<file path="src/rtl/inst_encoder_loader_pkg.sv">
// rtl/inst_encoder_loader_pkg.sv - opcode constants, format/state enums and error codes
package inst_encoder_loader_pkg;

    localparam logic [4:0] OPCODE_LOAD    = 5'b00000;
    localparam logic [4:0] OPCODE_CUSTOM  = 5'b00010;
    localparam logic [4:0] OPCODE_ARITH_I = 5'b00100;
    localparam logic [4:0] OPCODE_AUIPC   = 5'b00101;
    localparam logic [4:0] OPCODE_STORE   = 5'b01000;
    localparam logic [4:0] OPCODE_ARITH_R = 5'b01100;
    localparam logic [4:0] OPCODE_LUI     = 5'b01101;
    localparam logic [4:0] OPCODE_BRANCH  = 5'b11000;
    localparam logic [4:0] OPCODE_JALR    = 5'b11001;
    localparam logic [4:0] OPCODE_JAL     = 5'b11011;
    localparam logic [4:0] OPCODE_SYSTEM  = 5'b11100;

    localparam logic [1:0] ERR_NONE   = 2'b00;
    localparam logic [1:0] ERR_OPCODE = 2'b01;
    localparam logic [1:0] ERR_IMM    = 2'b10;

    typedef enum logic [2:0] {
        FMT_R, FMT_I, FMT_S, FMT_B, FMT_U, FMT_J, FMT_BAD
    } fmt_e;

    typedef enum logic [1:0] {
        ST_IDLE, ST_WRITE, ST_FULL
    } state_e;

    function automatic fmt_e op_format(input logic [4:0] op);
        case (op)
            OPCODE_ARITH_R, OPCODE_CUSTOM:                           return FMT_R;
            OPCODE_LOAD, OPCODE_ARITH_I, OPCODE_JALR, OPCODE_SYSTEM: return FMT_I;
            OPCODE_STORE:                                            return FMT_S;
            OPCODE_BRANCH:                                           return FMT_B;
            OPCODE_LUI, OPCODE_AUIPC:                                return FMT_U;
            OPCODE_JAL:                                              return FMT_J;
            default:                                                 return FMT_BAD;
        endcase
    endfunction

endpackage

</file>
<file path="src/rtl/inst_encoder_loader_if.sv">
// rtl/inst_encoder_loader_if.sv - descriptor input, imem write port and status bundle
interface inst_encoder_loader_if #(
    parameter int ADDR_W = 8
);
    logic              in_valid;
    logic              in_ready;
    logic [4:0]        in_op;
    logic [4:0]        in_rd;
    logic [4:0]        in_rs1;
    logic [4:0]        in_rs2;
    logic [2:0]        in_funct3;
    logic [6:0]        in_funct7;
    logic [31:0]       in_imm;
    logic              wr_en;
    logic [ADDR_W-1:0] wr_addr;
    logic [31:0]       wr_data;
    logic [ADDR_W:0]   count;
    logic              full;
    logic              err;
    logic [1:0]        err_code;

    modport master (
        output in_valid, in_op, in_rd, in_rs1, in_rs2, in_funct3, in_funct7, in_imm,
        input  in_ready, wr_en, wr_addr, wr_data, count, full, err, err_code
    );

    modport slave (
        input  in_valid, in_op, in_rd, in_rs1, in_rs2, in_funct3, in_funct7, in_imm,
        output in_ready, wr_en, wr_addr, wr_data, count, full, err, err_code
    );
endinterface

</file>
<file path="src/rtl/inst_field_packer.sv">
// rtl/inst_field_packer.sv - combinational RV32I word assembly and immediate range check
module inst_field_packer
    import inst_encoder_loader_pkg::*;
(
    input  logic [4:0]  op_i,
    input  logic [4:0]  rd_i,
    input  logic [4:0]  rs1_i,
    input  logic [4:0]  rs2_i,
    input  logic [2:0]  funct3_i,
    input  logic [6:0]  funct7_i,
    input  logic [31:0] imm_i,
    output fmt_e        fmt_o,
    output logic [31:0] word_o,
    output logic        imm_ok_o
);
    logic fits_12;
    logic fits_13;
    logic fits_21;

    // Signed fit: every bit above the top immediate bit must equal the sign.
    assign fits_12 = (imm_i[31:11] == {21{imm_i[31]}});
    assign fits_13 = (imm_i[31:12] == {20{imm_i[31]}});
    assign fits_21 = (imm_i[31:20] == {12{imm_i[31]}});

    always_comb begin
        fmt_o    = op_format(op_i);
        word_o   = '0;
        imm_ok_o = 1'b0;
        case (fmt_o)
            FMT_R: begin
                word_o   = {funct7_i, rs2_i, rs1_i, funct3_i, rd_i, op_i, 2'b11};
                imm_ok_o = 1'b1;
            end
            FMT_I: begin
                word_o   = {imm_i[11:0], rs1_i, funct3_i, rd_i, op_i, 2'b11};
                imm_ok_o = fits_12;
            end
            FMT_S: begin
                word_o   = {imm_i[11:5], rs2_i, rs1_i, funct3_i, imm_i[4:0], op_i, 2'b11};
                imm_ok_o = fits_12;
            end
            FMT_B: begin
                word_o   = {imm_i[12], imm_i[10:5], rs2_i, rs1_i, funct3_i,
                            imm_i[4:1], imm_i[11], op_i, 2'b11};
                imm_ok_o = fits_13 && !imm_i[0];
            end
            FMT_U: begin
                word_o   = {imm_i[31:12], rd_i, op_i, 2'b11};
                imm_ok_o = (imm_i[11:0] == 12'h000);
            end
            FMT_J: begin
                word_o   = {imm_i[20], imm_i[10:1], imm_i[11], imm_i[19:12], rd_i, op_i, 2'b11};
                imm_ok_o = fits_21 && !imm_i[0];
            end
            default: begin
                word_o   = '0;
                imm_ok_o = 1'b0;
            end
        endcase
    end
endmodule

</file>
<file path="src/rtl/inst_encoder_loader.sv">
// rtl/inst_encoder_loader.sv - accepts field descriptors and writes encoded words to imem
module inst_encoder_loader
    import inst_encoder_loader_pkg::*;
#(
    parameter int DEPTH  = 256,
    parameter int ADDR_W = 8
) (
    input  logic                  clk,
    input  logic                  rst_n,
    input  logic                  clear,
    inst_encoder_loader_if.slave  bus
);
    localparam logic [ADDR_W:0] DEPTH_C = (ADDR_W+1)'(DEPTH);
    localparam logic [ADDR_W:0] ONE_C   = (ADDR_W+1)'(1);

    state_e          state_q, state_d;
    logic [ADDR_W:0] count_q, count_d;
    logic [31:0]     wr_data_q, wr_data_d;
    logic            err_q, err_d;
    logic [1:0]      err_code_q, err_code_d;

    fmt_e        fmt;
    logic [31:0] word;
    logic        imm_ok;
    logic        full;
    logic        in_ready;
    logic        accept;

    inst_field_packer u_packer (
        .op_i     (bus.in_op),
        .rd_i     (bus.in_rd),
        .rs1_i    (bus.in_rs1),
        .rs2_i    (bus.in_rs2),
        .funct3_i (bus.in_funct3),
        .funct7_i (bus.in_funct7),
        .imm_i    (bus.in_imm),
        .fmt_o    (fmt),
        .word_o   (word),
        .imm_ok_o (imm_ok)
    );

    assign full   = (count_q == DEPTH_C);
    assign accept = bus.in_valid && in_ready;

    always_comb begin
        state_d    = state_q;
        count_d    = count_q;
        wr_data_d  = wr_data_q;
        err_d      = err_q;
        err_code_d = err_code_q;
        in_ready   = 1'b0;
        case (state_q)
            ST_IDLE: begin
                in_ready = !full && !clear;
                if (accept) begin
                    // Illegal descriptors complete the handshake but never reach imem.
                    if (fmt == FMT_BAD || !imm_ok) begin
                        err_d = 1'b1;
                        if (!err_q) err_code_d = (fmt == FMT_BAD) ? ERR_OPCODE : ERR_IMM;
                    end else begin
                        wr_data_d = word;
                        state_d   = ST_WRITE;
                    end
                end
            end
            ST_WRITE: begin
                count_d = count_q + ONE_C;
                state_d = (count_d == DEPTH_C) ? ST_FULL : ST_IDLE;
            end
            ST_FULL: state_d = ST_FULL;
            default: state_d = ST_IDLE;
        endcase
        if (clear) begin
            count_d    = '0;
            err_d      = 1'b0;
            err_code_d = ERR_NONE;
            state_d    = ST_IDLE;
        end
    end

    always_ff @(posedge clk or negedge rst_n) begin
        if (!rst_n) begin
            state_q    <= ST_IDLE;
            count_q    <= '0;
            wr_data_q  <= '0;
            err_q      <= 1'b0;
            err_code_q <= ERR_NONE;
        end else begin
            state_q    <= state_d;
            count_q    <= count_d;
            wr_data_q  <= wr_data_d;
            err_q      <= err_d;
            err_code_q <= err_code_d;
        end
    end

    // wr_en decodes the state register so an asynchronous reset kills it at once.
    assign bus.in_ready = in_ready;
    assign bus.wr_en    = (state_q == ST_WRITE);
    assign bus.wr_addr  = count_q[ADDR_W-1:0];
    assign bus.wr_data  = wr_data_q;
    assign bus.count    = count_q;
    assign bus.full     = full;
    assign bus.err      = err_q;
    assign bus.err_code = err_code_q;
endmodule

</file>
<file path="src/flat_wrapper.sv">
// flat-port wrapper written by rule: the top's interface ports become plain ports
module inst_encoder_loader_flat import inst_encoder_loader_pkg::*;
#(
    parameter int DEPTH  = 256,
    parameter int ADDR_W = 8
)
  (clk, rst_n, clear, bus_in_valid, bus_in_op, bus_in_rd, bus_in_rs1, bus_in_rs2, bus_in_funct3, bus_in_funct7, bus_in_imm, bus_in_ready, bus_wr_en, bus_wr_addr, bus_wr_data, bus_count, bus_full, bus_err, bus_err_code);
  inst_encoder_loader_if #(.ADDR_W(ADDR_W)) bus_i ();
  input  logic clk;
  input  logic rst_n;
  input  logic clear;
  input wire logic [$bits(bus_i.in_valid)-1:0] bus_in_valid;
  input wire logic [$bits(bus_i.in_op)-1:0] bus_in_op;
  input wire logic [$bits(bus_i.in_rd)-1:0] bus_in_rd;
  input wire logic [$bits(bus_i.in_rs1)-1:0] bus_in_rs1;
  input wire logic [$bits(bus_i.in_rs2)-1:0] bus_in_rs2;
  input wire logic [$bits(bus_i.in_funct3)-1:0] bus_in_funct3;
  input wire logic [$bits(bus_i.in_funct7)-1:0] bus_in_funct7;
  input wire logic [$bits(bus_i.in_imm)-1:0] bus_in_imm;
  output wire logic [$bits(bus_i.in_ready)-1:0] bus_in_ready;
  output wire logic [$bits(bus_i.wr_en)-1:0] bus_wr_en;
  output wire logic [$bits(bus_i.wr_addr)-1:0] bus_wr_addr;
  output wire logic [$bits(bus_i.wr_data)-1:0] bus_wr_data;
  output wire logic [$bits(bus_i.count)-1:0] bus_count;
  output wire logic [$bits(bus_i.full)-1:0] bus_full;
  output wire logic [$bits(bus_i.err)-1:0] bus_err;
  output wire logic [$bits(bus_i.err_code)-1:0] bus_err_code;
  assign bus_i.in_valid = bus_in_valid;
  assign bus_i.in_op = bus_in_op;
  assign bus_i.in_rd = bus_in_rd;
  assign bus_i.in_rs1 = bus_in_rs1;
  assign bus_i.in_rs2 = bus_in_rs2;
  assign bus_i.in_funct3 = bus_in_funct3;
  assign bus_i.in_funct7 = bus_in_funct7;
  assign bus_i.in_imm = bus_in_imm;
  assign bus_in_ready = bus_i.in_ready;
  assign bus_wr_en = bus_i.wr_en;
  assign bus_wr_addr = bus_i.wr_addr;
  assign bus_wr_data = bus_i.wr_data;
  assign bus_count = bus_i.count;
  assign bus_full = bus_i.full;
  assign bus_err = bus_i.err;
  assign bus_err_code = bus_i.err_code;
  inst_encoder_loader #(.DEPTH(DEPTH), .ADDR_W(ADDR_W)) u_core (.clk(clk), .rst_n(rst_n), .clear(clear), .bus(bus_i));
endmodule
</file>
<file path="config.mk">
export PLATFORM = sky130hd
export DESIGN_NAME = inst_encoder_loader_flat
export DESIGN_NICKNAME = d
export VERILOG_FILES = /design/src/rtl/inst_encoder_loader_pkg.sv /design/src/rtl/inst_encoder_loader_if.sv /design/src/rtl/inst_field_packer.sv /design/src/rtl/inst_encoder_loader.sv /design/src/flat_wrapper.sv
export SDC_FILE = /design/constraint.sdc
export NUM_CORES = 1
export LEC_CHECK = 0
export CAP_MARGIN = 5
export CORE_AREA = 4 4 93 113
export CTS_BUF_LIST = sky130_fd_sc_hd__clkbuf_16
export DETAILED_ROUTE_END_ITERATION = 6
export DIE_AREA = 0 0 97 117
export PLACE_DENSITY_LB_ADDON = 0.15
export SLEW_MARGIN = 25
export SYNTH_ARGS = -nofsm -noshare
export SYNTH_HDL_FRONTEND = slang
export SYNTH_SLANG_ARGS = --single-unit
</file>
<file path="constraint.sdc">
create_clock -name clk -period 2.9 [get_ports clk]
set_input_delay 0.58 -clock clk [delete_from_list [all_inputs] [get_ports clk]]
set_output_delay 0.58 -clock clk [all_outputs]
set_load 0.05 [all_outputs]
</file>
==> impl_results.html, run 1 <==
<table>
<tr><th>Metric</th><th>Value</th></tr>
<tr><th colspan="2">Synth</th></tr>
<tr><td>Cells after synthesis</td><td>306</td></tr>
<tr><td>Synth Cell Area</td><td>2850 um^2</td></tr>
<tr><td>Number of unique standard cell types used by synthesis</td><td>45</td></tr>
<tr><td>Synth area leader</td><td>sky130_fd_sc_hd__dfrtp_1</td></tr>
<tr><td>Synthesized net count</td><td>375</td></tr>
<tr><td>Warnings, synthesis</td><td>0</td></tr>
<tr><td>Dominant synthesized flop cell</td><td>sky130_fd_sc_hd__dfrtp_1</td></tr>
<tr><td>Synthesized area per cell</td><td>9.31 um^2</td></tr>
<tr><td>Post-synth top area share</td><td>39.5%</td></tr>
<tr><td>Portion of the post-synthesis area used by sequential elements</td><td>39.5%</td></tr>
<tr><td>Most area-consuming cells after synthesis</td><td>sky130_fd_sc_hd__dfrtp_1 40%, sky130_fd_sc_hd__mux2_2 11%, sky130_fd_sc_hd__nand2_1 5.1%</td></tr>
<tr><td>Flop and latch count out of synthesis</td><td>45</td></tr>
<tr><td>FFs w/ async S/R, synth</td><td>100%</td></tr>
<tr><td>Number of enable-type register cells in the synthesized netlist</td><td>0</td></tr>
<tr><th colspan="2">GRT</th></tr>
<tr><td>M1 GR Usage</td><td>20.9%</td></tr>
<tr><td>Antenna violations before repair</td><td>0</td></tr>
<tr><td>Via count of the first global-routing pass</td><td>2907</td></tr>
<tr><td>First-pass GRT wire length</td><td>15200 um</td></tr>
<tr><td>Fraction of met3 tracks used by global routing</td><td>roughly 5.4%</td></tr>
<tr><td>Global routing usage on met2</td><td>28.8%</td></tr>
<tr><td>Grt peak-use layer</td><td>met2</td></tr>
<tr><td>Total Routing Usage GR</td><td>16.7%</td></tr>
<tr><td>GRT overflow</td><td>0</td></tr>
<tr><td>Largest net degree at the start of global routing</td><td>27</td></tr>
<tr><th colspan="2">Critical path</th></tr>
<tr><td>Worst reg2reg path endpoint</td><td>u_core.bus.wr_data[12]$_DFFE_PN0P_</td></tr>
<tr><td>Top delay family on crit path</td><td>simple AND/OR/NAND/NOR gates</td></tr>
<tr><td>Data required, critical path</td><td>3.07 ns</td></tr>
<tr><td>Slowest Stage Delay on Critical Path</td><td>0.56 ns</td></tr>
<tr><td>Worst setup EP type</td><td>register</td></tr>
<tr><td>Chain of cells forming the critical path</td><td>clkdlybuf4s50_1, or4b_4, nor4_1, nand3_1, a31o_2, a21oi_4, buf_12, mux2_2</td></tr>
<tr><td>Critical path fanouts, max</td><td>17</td></tr>
<tr><td>R2r setup slk</td><td>0.66 ns</td></tr>
<tr><td>Worst Reg2Reg Path Length in Cells</td><td>8</td></tr>
<tr><td>Highest-delay cell along the critical path</td><td>sky130_fd_sc_hd__or4b_4</td></tr>
<tr><td>Kind of critical path</td><td>input port to register</td></tr>
<tr><td>Worst EP arrival</td><td>just under 3 ns</td></tr>
<tr><td>CP startpoint kind</td><td>input port</td></tr>
<tr><td>RR Startpoint</td><td>u_core.bus.count[0]$_DFFE_PN0P_</td></tr>
<tr><td>WP buf/inv</td><td>2</td></tr>
<tr><th colspan="2">Route</th></tr>
<tr><td>Number of routed nets with antenna violations</td><td>0</td></tr>
<tr><td>Ratio of routed vias to standard cells</td><td>about 5</td></tr>
<tr><td>Wirelength, routed</td><td>9310 um</td></tr>
<tr><td>Total number of vias</td><td>2779</td></tr>
<tr><td>Count of unresolved DRC violations after routing</td><td>0</td></tr>
<tr><td>First-iteration detailed-routing DRC count</td><td>around 120</td></tr>
<tr><td>Average wire length per cell after detail routing</td><td>16.3 um</td></tr>
<tr><td>Initial DRT Pass Iterations</td><td>4</td></tr>
<tr><th colspan="2">Final layout</th></tr>
<tr><td>Layout Nets</td><td>517</td></tr>
<tr><td>Fillers</td><td>just over 900</td></tr>
<tr><td>Post-layout util</td><td>48.4%</td></tr>
<tr><td>Antenna cells</td><td>0</td></tr>
<tr><td>Number of standard cells in the final layout excluding fillers</td><td>572</td></tr>
<tr><td>Layout cells sized above 1</td><td>roughly 21%</td></tr>
<tr><td>Layout area overhead</td><td>60.0%</td></tr>
<tr><td>Storage cell area</td><td>1130 um^2</td></tr>
<tr><td>Area of combinational cells with multiple inputs</td><td>1560 um^2</td></tr>
<tr><td>Cell area after layout</td><td>4560 um^2</td></tr>
<tr><th colspan="2">Floorplan</th></tr>
<tr><td>Standard-cell row count</td><td>39</td></tr>
<tr><td>Area of the placeable core</td><td>9420 um^2</td></tr>
<tr><td>Die Width</td><td>97 um</td></tr>
<tr><td>Io pins</td><td>121</td></tr>
<tr><td>Initial core utilization</td><td>approximately 30%</td></tr>
<tr><td>Area of the die</td><td>around 11000 um^2</td></tr>
<tr><td>Chip height</td><td>roughly 120 um</td></tr>
<tr><th colspan="2">Pwr</th></tr>
<tr><td>Static Leakage</td><td>1.98 nW</td></tr>
<tr><td>Peak supply drop</td><td>0.000251 V</td></tr>
<tr><td>Total power per unit cell area</td><td>421 nW/um^2</td></tr>
<tr><td>Total power</td><td>1.92 mW</td></tr>
<tr><th colspan="2">Clock network</th></tr>
<tr><td>Number of sinks driven by the clock tree</td><td>45</td></tr>
<tr><td>TritonCTS clock tree</td><td>done</td></tr>
<tr><td>CTS max path bufs</td><td>2</td></tr>
<tr><td>Hold-fix buffer count after cts</td><td>0</td></tr>
<tr><td>TritonCTS Buffers</td><td>5</td></tr>
<tr><td>H-tree levels</td><td>2</td></tr>
<tr><td>Clock transition time at the flip-flop clock pins of the worst setup and hold paths</td><td>approximately 0.06 ns</td></tr>
<tr><td>Number of buffers inserted by post-CTS setup repair</td><td>0</td></tr>
<tr><td>Number of resized instances in the post-cts repair step</td><td>0</td></tr>
<tr><td>Source-to-sink clock delay at the later pin of the worst-skew pair</td><td>around 0.28 ns</td></tr>
<tr><td>Clock Tree Root</td><td>sky130_fd_sc_hd__clkbuf_16</td></tr>
<tr><th colspan="2">Placement</th></tr>
<tr><td>Post-detail-place hpwl</td><td>7590 um</td></tr>
<tr><td>Placed instance area</td><td>4420 um^2</td></tr>
<tr><td>Cell count after placement</td><td>564</td></tr>
<tr><td>Placer's final routability congestion estimate</td><td>0.811</td></tr>
<tr><td>Count of input and output buffers</td><td>120</td></tr>
<tr><td>Post-placement worst setup slack</td><td>-0.165 ns</td></tr>
<tr><th colspan="2">Timing</th></tr>
<tr><td>Headroom to the max-slew limit</td><td>59.7%</td></tr>
<tr><td>Final Skew</td><td>0.00572 ns</td></tr>
<tr><td>Final Max Tran Viols</td><td>0</td></tr>
<tr><td>Period utilization</td><td>a little over nine tenths</td></tr>
<tr><td>Maximum clock frequency</td><td>0.361 GHz</td></tr>
<tr><td>Unrepaired setup endpoints after global routing</td><td>no</td></tr>
<tr><td>Transition time of the tightest slew-check pin</td><td>~0.6 ns</td></tr>
<tr><td>Hold violation count in the final report</td><td>0</td></tr>
<tr><td>Worst hold slack</td><td>0.299 ns</td></tr>
<tr><td>Setup-failing EPs final</td><td>0</td></tr>
<tr><td>Crit path time final</td><td>between 2 and 3 ns</td></tr>
<tr><td>Final sum of negative setup slack</td><td>0 ns</td></tr>
<tr><td>Worst Setup Slack, final</td><td>between 0.1 and 0.15 ns</td></tr>
<tr><th colspan="2">Run status</th></tr>
<tr><td>Outcome</td><td>finished, final reports clean</td></tr>
<tr><th colspan="2">Flow run</th></tr>
<tr><td>MaxCap Viol Count</td><td>0</td></tr>
<tr><th colspan="2">Min path</th></tr>
<tr><td>Path type of the worst min-delay path</td><td>input port to asynchronous set/reset pin</td></tr>
</table>
## worst reg2reg max path, stage by stage, from the launching register on
cell and delay [ns]:
sky130_fd_sc_hd__dfrtp_2 0.44, sky130_fd_sc_hd__inv_1 0.06, sky130_fd_sc_hd__ha_1 0.19, sky130_fd_sc_hd__and3_2 0.20, sky130_fd_sc_hd__nor4_4 0.31, sky130_fd_sc_hd__nand2_2 0.18
sky130_fd_sc_hd__a21oi_4 0.22, sky130_fd_sc_hd__buf_12 0.19, sky130_fd_sc_hd__mux2_2 0.35
## final cells by class
type                            instances  share of cell area [%]
Clock inverter                          3                   0.384
Sequential cell                        45                    24.8
Tap cell                              123                    3.38
Clock buffer                            5                    2.74
Timing Repair Buffer                  162                    33.9
Inverter                                7                   0.576
Multi-Input combinational cell        227                    34.1
## cell usage after synthesis (all sizes together) (3+ instances only)
| cell | count |
|---|---|
| nand2b | 5 |
| clkbuf | 12 |
| inv | 7 |
| nor4 | 6 |
| ha | 3 |
| nor3 | 3 |
| a221o | 12 |
| or3 | 4 |
| nand3 | 16 |
| and3 | 6 |
| nand4 | 10 |
| and2 | 7 |
| dfrtp | 45 |
| buf | 15 |
| mux2 | 30 |
| nor2 | 22 |
| nor2b | 3 |
| xor2 | 7 |
| o21ai | 13 |
| mux2i | 6 |
| nand2 | 39 |
| or4 | 5 |
| a21oi | 7 |
## cells in the final DEF, fill, tap and decap left out, drive strengths merged, types with 6 or more instances in the layout
cell / n
nand4: 10
nand2: 39
dfrtp: 45
nand3: 16
mux2: 30
clkdlybuf4s50: 118
a221o: 12
xor2: 7
and3: 6
buf: 44
nor2: 22
a21oi: 7
and2: 7
o21ai: 13
inv: 7
nor4: 6
mux2i: 6
## flip-flops by register name, summed over array words and instances, names as in the netlist
name / count
u_core.bus.wr_data: 31
u_core.bus.count: 9
u_core.bus.err_code: 2
u_core.state_q: 2
u_core.bus.err: 1
## report_power, final
group	switching, mW	internal, mW	total [mW]
clock	0.242	0.316	0.559
sequential	0.0313	0.681	0.712
combinational	0.367	0.282	0.650
total	0.641	1.28	1.92
## cell families after synthesis
| kind of cell | after synthesis | synth area share [%] |
|---|---|---|
| and+or+nand+nor | 133 | 23.7 |
| AOI/OAI and AO/OA | 46 | 12.2 |
| DFF | 45 | 39.5 |
| muxes | 36 | 14.0 |
| buffers and inverters | 34 | 6.50 |
| xor gates and xnor gates | 9 | 2.77 |
| adders and majority gates | 3 | 1.32 |
## how the worst max path moves through the flow
stage,slack [ns],cells past startpoint,to,from
6_report,0.13,8,u_core.bus.wr_data[12]$_DFFE_PN0P_,bus_in_op[1]
5_1_grt,0.01,9,u_core.bus.wr_data[12]$_DFFE_PN0P_,bus_in_imm[31]
4_1_cts,0.13,8,u_core.bus.wr_data[12]$_DFFE_PN0P_,bus_in_op[1]
3_5_place_dp,-0.17,8,u_core.bus.wr_data[12]$_DFFE_PN0P_,bus_in_op[1]
3_3_place_gp,-0.15,8,u_core.bus.wr_data[3]$_DFFE_PN0P_,bus_in_op[1]
2_1_floorplan,0.01,8,u_core.bus.wr_data[3]$_DFFE_PN0P_,u_core.bus.count[2]$_DFFE_PN0P_
## routing by layer
layer / wire length [um] / vias to the layer above
li1: - / 1391
met5: 0 / -
met4: 53 / 0
met3: 764 / 4
met2: 4430 / 98
met1: 4060 / 1286
Power figures use the tool's default switching activity.
==> run 2, diff against run 1 <==
Settings changed: CORE_AREA 4 4 93 113 to 4 4 96 116, CTS_CLUSTER_DIAMETER set to 80, DIE_AREA 0 0 97 117 to 0 0 100 120, SYNTH_HIERARCHICAL set to 1.
==> impl_results.html, run 2 <==
<table>
<tr><th>Metric</th><th>Value</th></tr>
<tr><th colspan="2">Run status</th></tr>
<tr><td>Outcome</td><td>finished, final reports clean</td></tr>
<tr><th colspan="2">Final layout</th></tr>
<tr><td>Max FFs per register</td><td>32</td></tr>
<tr><td>Layout Nets</td><td>498</td></tr>
<tr><td>Storage cell area</td><td>1150 um^2</td></tr>
<tr><td>Fillers</td><td>960</td></tr>
<tr><td>Layout area overhead</td><td>58.7%</td></tr>
<tr><td>Post-layout util</td><td>48.1%</td></tr>
<tr><td>Most used cells in the layout excluding fill and tap cells</td><td>112 x sky130_fd_sc_hd__clkdlybuf4s50_1, 46 x sky130_fd_sc_hd__dfrtp_1, 36 x sky130_fd_sc_hd__buf_4</td></tr>
<tr><td>Antenna cells</td><td>0</td></tr>
<tr><td>Area of combinational cells with multiple inputs</td><td>1740 um^2</td></tr>
<tr><td>Leading cell type in the layout, fill and taps excluded</td><td>sky130_fd_sc_hd__clkdlybuf4s50_1</td></tr>
<tr><td>Layout cells sized above 1</td><td>24.7%</td></tr>
<tr><th colspan="2">Floorplan</th></tr>
<tr><td>Area of the die</td><td>around 12000 um^2</td></tr>
<tr><td>Standard-cell row count</td><td>40</td></tr>
<tr><td>Area of the placeable core</td><td>~10000 um^2</td></tr>
<tr><td>Chip height</td><td>120 um</td></tr>
<tr><td>Initial core utilization</td><td>30.3%</td></tr>
<tr><td>Die Width</td><td>about 100 um</td></tr>
<tr><td>Io pins</td><td>121</td></tr>
<tr><th colspan="2">Route</th></tr>
<tr><td>Number of routed nets with antenna violations</td><td>0</td></tr>
<tr><td>Average wire length per cell after detail routing</td><td>16.6 um</td></tr>
<tr><td>First-iteration detailed-routing DRC count</td><td>between 100 and 150</td></tr>
<tr><td>Highest Signal Layer</td><td>met5</td></tr>
<tr><td>Initial DRT Pass Iterations</td><td>4</td></tr>
<tr><td>Met3 wire length</td><td>a little under 600 um</td></tr>
<tr><td>Routed wl met2</td><td>4750 um</td></tr>
<tr><td>Total number of vias</td><td>2769</td></tr>
<tr><td>Count of unresolved DRC violations after routing</td><td>0</td></tr>
<tr><td>Wirelength, routed</td><td>9230 um</td></tr>
<tr><td>Ratio of routed vias to standard cells</td><td>4.98</td></tr>
<tr><td>Post-route met1 wirelength</td><td>3620 um</td></tr>
<tr><th colspan="2">Synth</th></tr>
<tr><td>Most area-consuming cells after synthesis</td><td>sky130_fd_sc_hd__dfrtp_1 38%, sky130_fd_sc_hd__mux2_4 14%, sky130_fd_sc_hd__a22o_1 3.5%</td></tr>
<tr><td>FFs w/ async S/R, synth</td><td>100%</td></tr>
<tr><td>Synth area leader</td><td>sky130_fd_sc_hd__dfrtp_1</td></tr>
<tr><td>Post-synth top area share</td><td>38.1%</td></tr>
<tr><td>Flop and latch count out of synthesis</td><td>46</td></tr>
<tr><td>Number of unique standard cell types used by synthesis</td><td>56</td></tr>
<tr><td>Number of enable-type register cells in the synthesized netlist</td><td>0</td></tr>
<tr><td>Portion of the post-synthesis area used by sequential elements</td><td>38.1%</td></tr>
<tr><td>Synthesized net count</td><td>roughly 350</td></tr>
<tr><td>Warnings, synthesis</td><td>6</td></tr>
<tr><td>Top cells by count, synth</td><td>46 x sky130_fd_sc_hd__dfrtp_1, 29 x sky130_fd_sc_hd__mux2_4, 23 x sky130_fd_sc_hd__nor2_1</td></tr>
<tr><td>Cells after synthesis</td><td>roughly 290</td></tr>
<tr><td>Synth Cell Area</td><td>3020 um^2</td></tr>
<tr><td>Synthesized area per cell</td><td>10.6 um^2</td></tr>
<tr><td>Most common cell in the synthesized netlist</td><td>sky130_fd_sc_hd__dfrtp_1</td></tr>
<tr><td>Dominant synthesized flop cell</td><td>sky130_fd_sc_hd__dfrtp_1</td></tr>
<tr><th colspan="2">Critical path</th></tr>
<tr><td>Worst setup EP type</td><td>register</td></tr>
<tr><td>WP buf/inv</td><td>4</td></tr>
<tr><td>Worst Reg2Reg Path Length in Cells</td><td>5</td></tr>
<tr><td>Data required, critical path</td><td>3.07 ns</td></tr>
<tr><td>Slowest Stage Delay on Critical Path</td><td>0.34 ns</td></tr>
<tr><td>Critical path fanouts, max</td><td>5</td></tr>
<tr><td>Chain of cells forming the critical path</td><td>clkdlybuf4s15_1, buf_4, and2_1, o21ai_2, buf_4, nand2_2, a31oi_1, o41a_1, o32ai_4, buf_4, a211oi_4, nand4b_1, mux2_4</td></tr>
<tr><td>Cell seen most often among critical-path stages</td><td>sky130_fd_sc_hd__buf_4</td></tr>
<tr><td>Highest-delay cell along the critical path</td><td>sky130_fd_sc_hd__mux2_4</td></tr>
<tr><td>CP startpoint kind</td><td>input port</td></tr>
<tr><td>Worst EP arrival</td><td>2.97 ns</td></tr>
<tr><td>Top delay family on crit path</td><td>compound AO/OA/AOI/OAI gates</td></tr>
<tr><td>Cell depth of the worst setup path</td><td>13</td></tr>
<tr><td>Kind of critical path</td><td>input port to register</td></tr>
<tr><th colspan="2">Min path</th></tr>
<tr><td>Path type of the worst min-delay path</td><td>input port to asynchronous set/reset pin</td></tr>
<tr><th colspan="2">GRT</th></tr>
<tr><td>Total Routing Usage GR</td><td>15.4%</td></tr>
<tr><td>Via count of the first global-routing pass</td><td>2844</td></tr>
<tr><td>Antenna violations before repair</td><td>1</td></tr>
<tr><td>GRT overflow</td><td>0</td></tr>
<tr><td>Largest net degree at the start of global routing</td><td>28</td></tr>
<tr><td>First-pass GRT wire length</td><td>14600 um</td></tr>
<tr><th colspan="2">Timing</th></tr>
<tr><td>Transition time of the tightest slew-check pin</td><td>0.563 ns</td></tr>
<tr><td>Period utilization</td><td>96.5%</td></tr>
<tr><td>Final Skew</td><td>between 0.006 and 0.007 ns</td></tr>
<tr><td>Worst hold slack</td><td>0.239 ns</td></tr>
<tr><td>Setup-failing EPs final</td><td>0</td></tr>
<tr><td>Unrepaired setup endpoints after global routing</td><td>no</td></tr>
<tr><td>Maximum clock frequency</td><td>0.357 GHz</td></tr>
<tr><td>Headroom to the max-slew limit</td><td>a little over 60%</td></tr>
<tr><td>Crit path time final</td><td>2.80 ns</td></tr>
<tr><td>Final Max Tran Viols</td><td>0</td></tr>
<tr><td>Hold violation count in the final report</td><td>0</td></tr>
<tr><th colspan="2">Clock network</th></tr>
<tr><td>TritonCTS clock tree</td><td>done</td></tr>
<tr><td>Source-to-sink clock delay at the later pin of the worst-skew pair</td><td>0.29 ns</td></tr>
<tr><td>Number of sinks driven by the clock tree</td><td>46</td></tr>
<tr><td>Clock transition time at the flip-flop clock pins of the worst setup and hold paths</td><td>approximately 0.06 ns</td></tr>
<tr><td>Clock Tree Root</td><td>sky130_fd_sc_hd__clkbuf_16</td></tr>
<tr><td>TritonCTS Buffers</td><td>5</td></tr>
<tr><td>H-tree levels</td><td>2</td></tr>
<tr><td>CTS max path bufs</td><td>2</td></tr>
<tr><th colspan="2">Pwr</th></tr>
<tr><td>Static Leakage</td><td>around 2.2 nW</td></tr>
<tr><td>Total power</td><td>2.10 mW</td></tr>
<tr><td>Peak supply drop</td><td>0.000192 V</td></tr>
<tr><td>Total power per unit cell area</td><td>438 nW/um^2</td></tr>
<tr><th colspan="2">Flow run</th></tr>
<tr><td>MaxCap Viol Count</td><td>0</td></tr>
<tr><th colspan="2">Placement</th></tr>
<tr><td>Placer's final routability congestion estimate</td><td>0.916</td></tr>
<tr><td>Count of input and output buffers</td><td>120</td></tr>
<tr><td>Post-detail-place hpwl</td><td>7260 um</td></tr>
</table>
run 2: cell type report:
type / instances / share of cell area (%)
clock buffer: 5 / 2.61
inverter: 13 / 1.12
clock inverter: 2 / 0.157
timing repair buffer: 162 / 32.6
tap: 126 / 3.29
sequential: 46 / 24.0
multi-input combinational: 202 / 36.2
run 2: per-stage QoR:
| step | worst slack, ns | area, um^2 | instances | setup TNS, ns |
|---|---|---|---|---|
| floorplan | 0.00350 | 3020 | 286 | 0 |
| global placement | -0.452 | 4520 | 545 | -15.02 |
| detailed placement | -0.526 | 4520 | 545 | -17.41 |
| CTS | 0.0222 | 4770 | 555 | 0 |
| global route | 0.0000899 | 4790 | 556 | 0 |
| finish | 0.102 | 4790 | 556 | 0 |
run 2: cells by family after synthesis:
| logic type | Yosys count | share of synthesized area (%) |
|---|---|---|
| simple gates | 95 | 18.2 |
| mux | 37 | 17.3 |
| flops | 46 | 38.1 |
| fa+ha+maj | 2 | 0.828 |
| buf+inv | 38 | 7.12 |
| xor+xnor | 11 | 3.19 |
| compound gates | 57 | 15.2 |
run 2: path summary, 6_finish.rpt:
| kind | start | endpoint | slack (ns) |
|---|---|---|---|
| setup reg to reg | u_core/state_q[0]$_DFFE_PN0P_ | u_core/bus.wr_data[0]$_DFFE_PN0P_ | 0.84 |
| setup / recovery | bus_in_op[3] | u_core/bus.err_code[1]$_DFFE_PN0P_ | 0.10 |
| hold / removal | rst_n | u_core/bus.count[3]$_DFFE_PN0P_ | 0.24 |
| min in group clk | u_core/bus.wr_data[1]$_DFFE_PN0P_ | u_core/bus.wr_data[1]$_DFFE_PN0P_ | 0.49 |
| max in group asynchronous | rst_n | u_core/bus.wr_data[30]$_DFFE_PN0P_ | 1.93 |
| hold reg to reg | u_core/bus.wr_data[1]$_DFFE_PN0P_ | u_core/bus.wr_data[1]$_DFFE_PN0P_ | 0.49 |
run 2: per-layer routing:
layer	global-route usage [%]	vias to the layer above
met1	17.6	1317
met3	4.13	17
met2	26.9	88
li1	-	1345
met5	0	-
met4	6.23	2
run 2: where the power goes:
part	total [mW]	leakage [nW]	internal (mW)	switching, mW
registers	0.749	0.630	0.709	0.0399
logic	0.812	1.46	0.367	0.444
clock network	0.538	0.0723	0.308	0.230
total	2.10	2.16	1.39	0.714
run 2: timing repair:
item | in CTS | in global routing
pin swaps | 8 | 3
buffers inserted | 2 | 1
hold buffers | 0 | 0
endpoints found under the setup margin | 34 | 18
gates cloned | 1 | 0
gates resized for setup | 21 | 7
==> run 3, diff against run 2 <==
Settings changed: SLEW_MARGIN 25 to not set.
==> results of run 3 <==
Same layout as run 2: the final DEF is identical, and so are final timing and power.
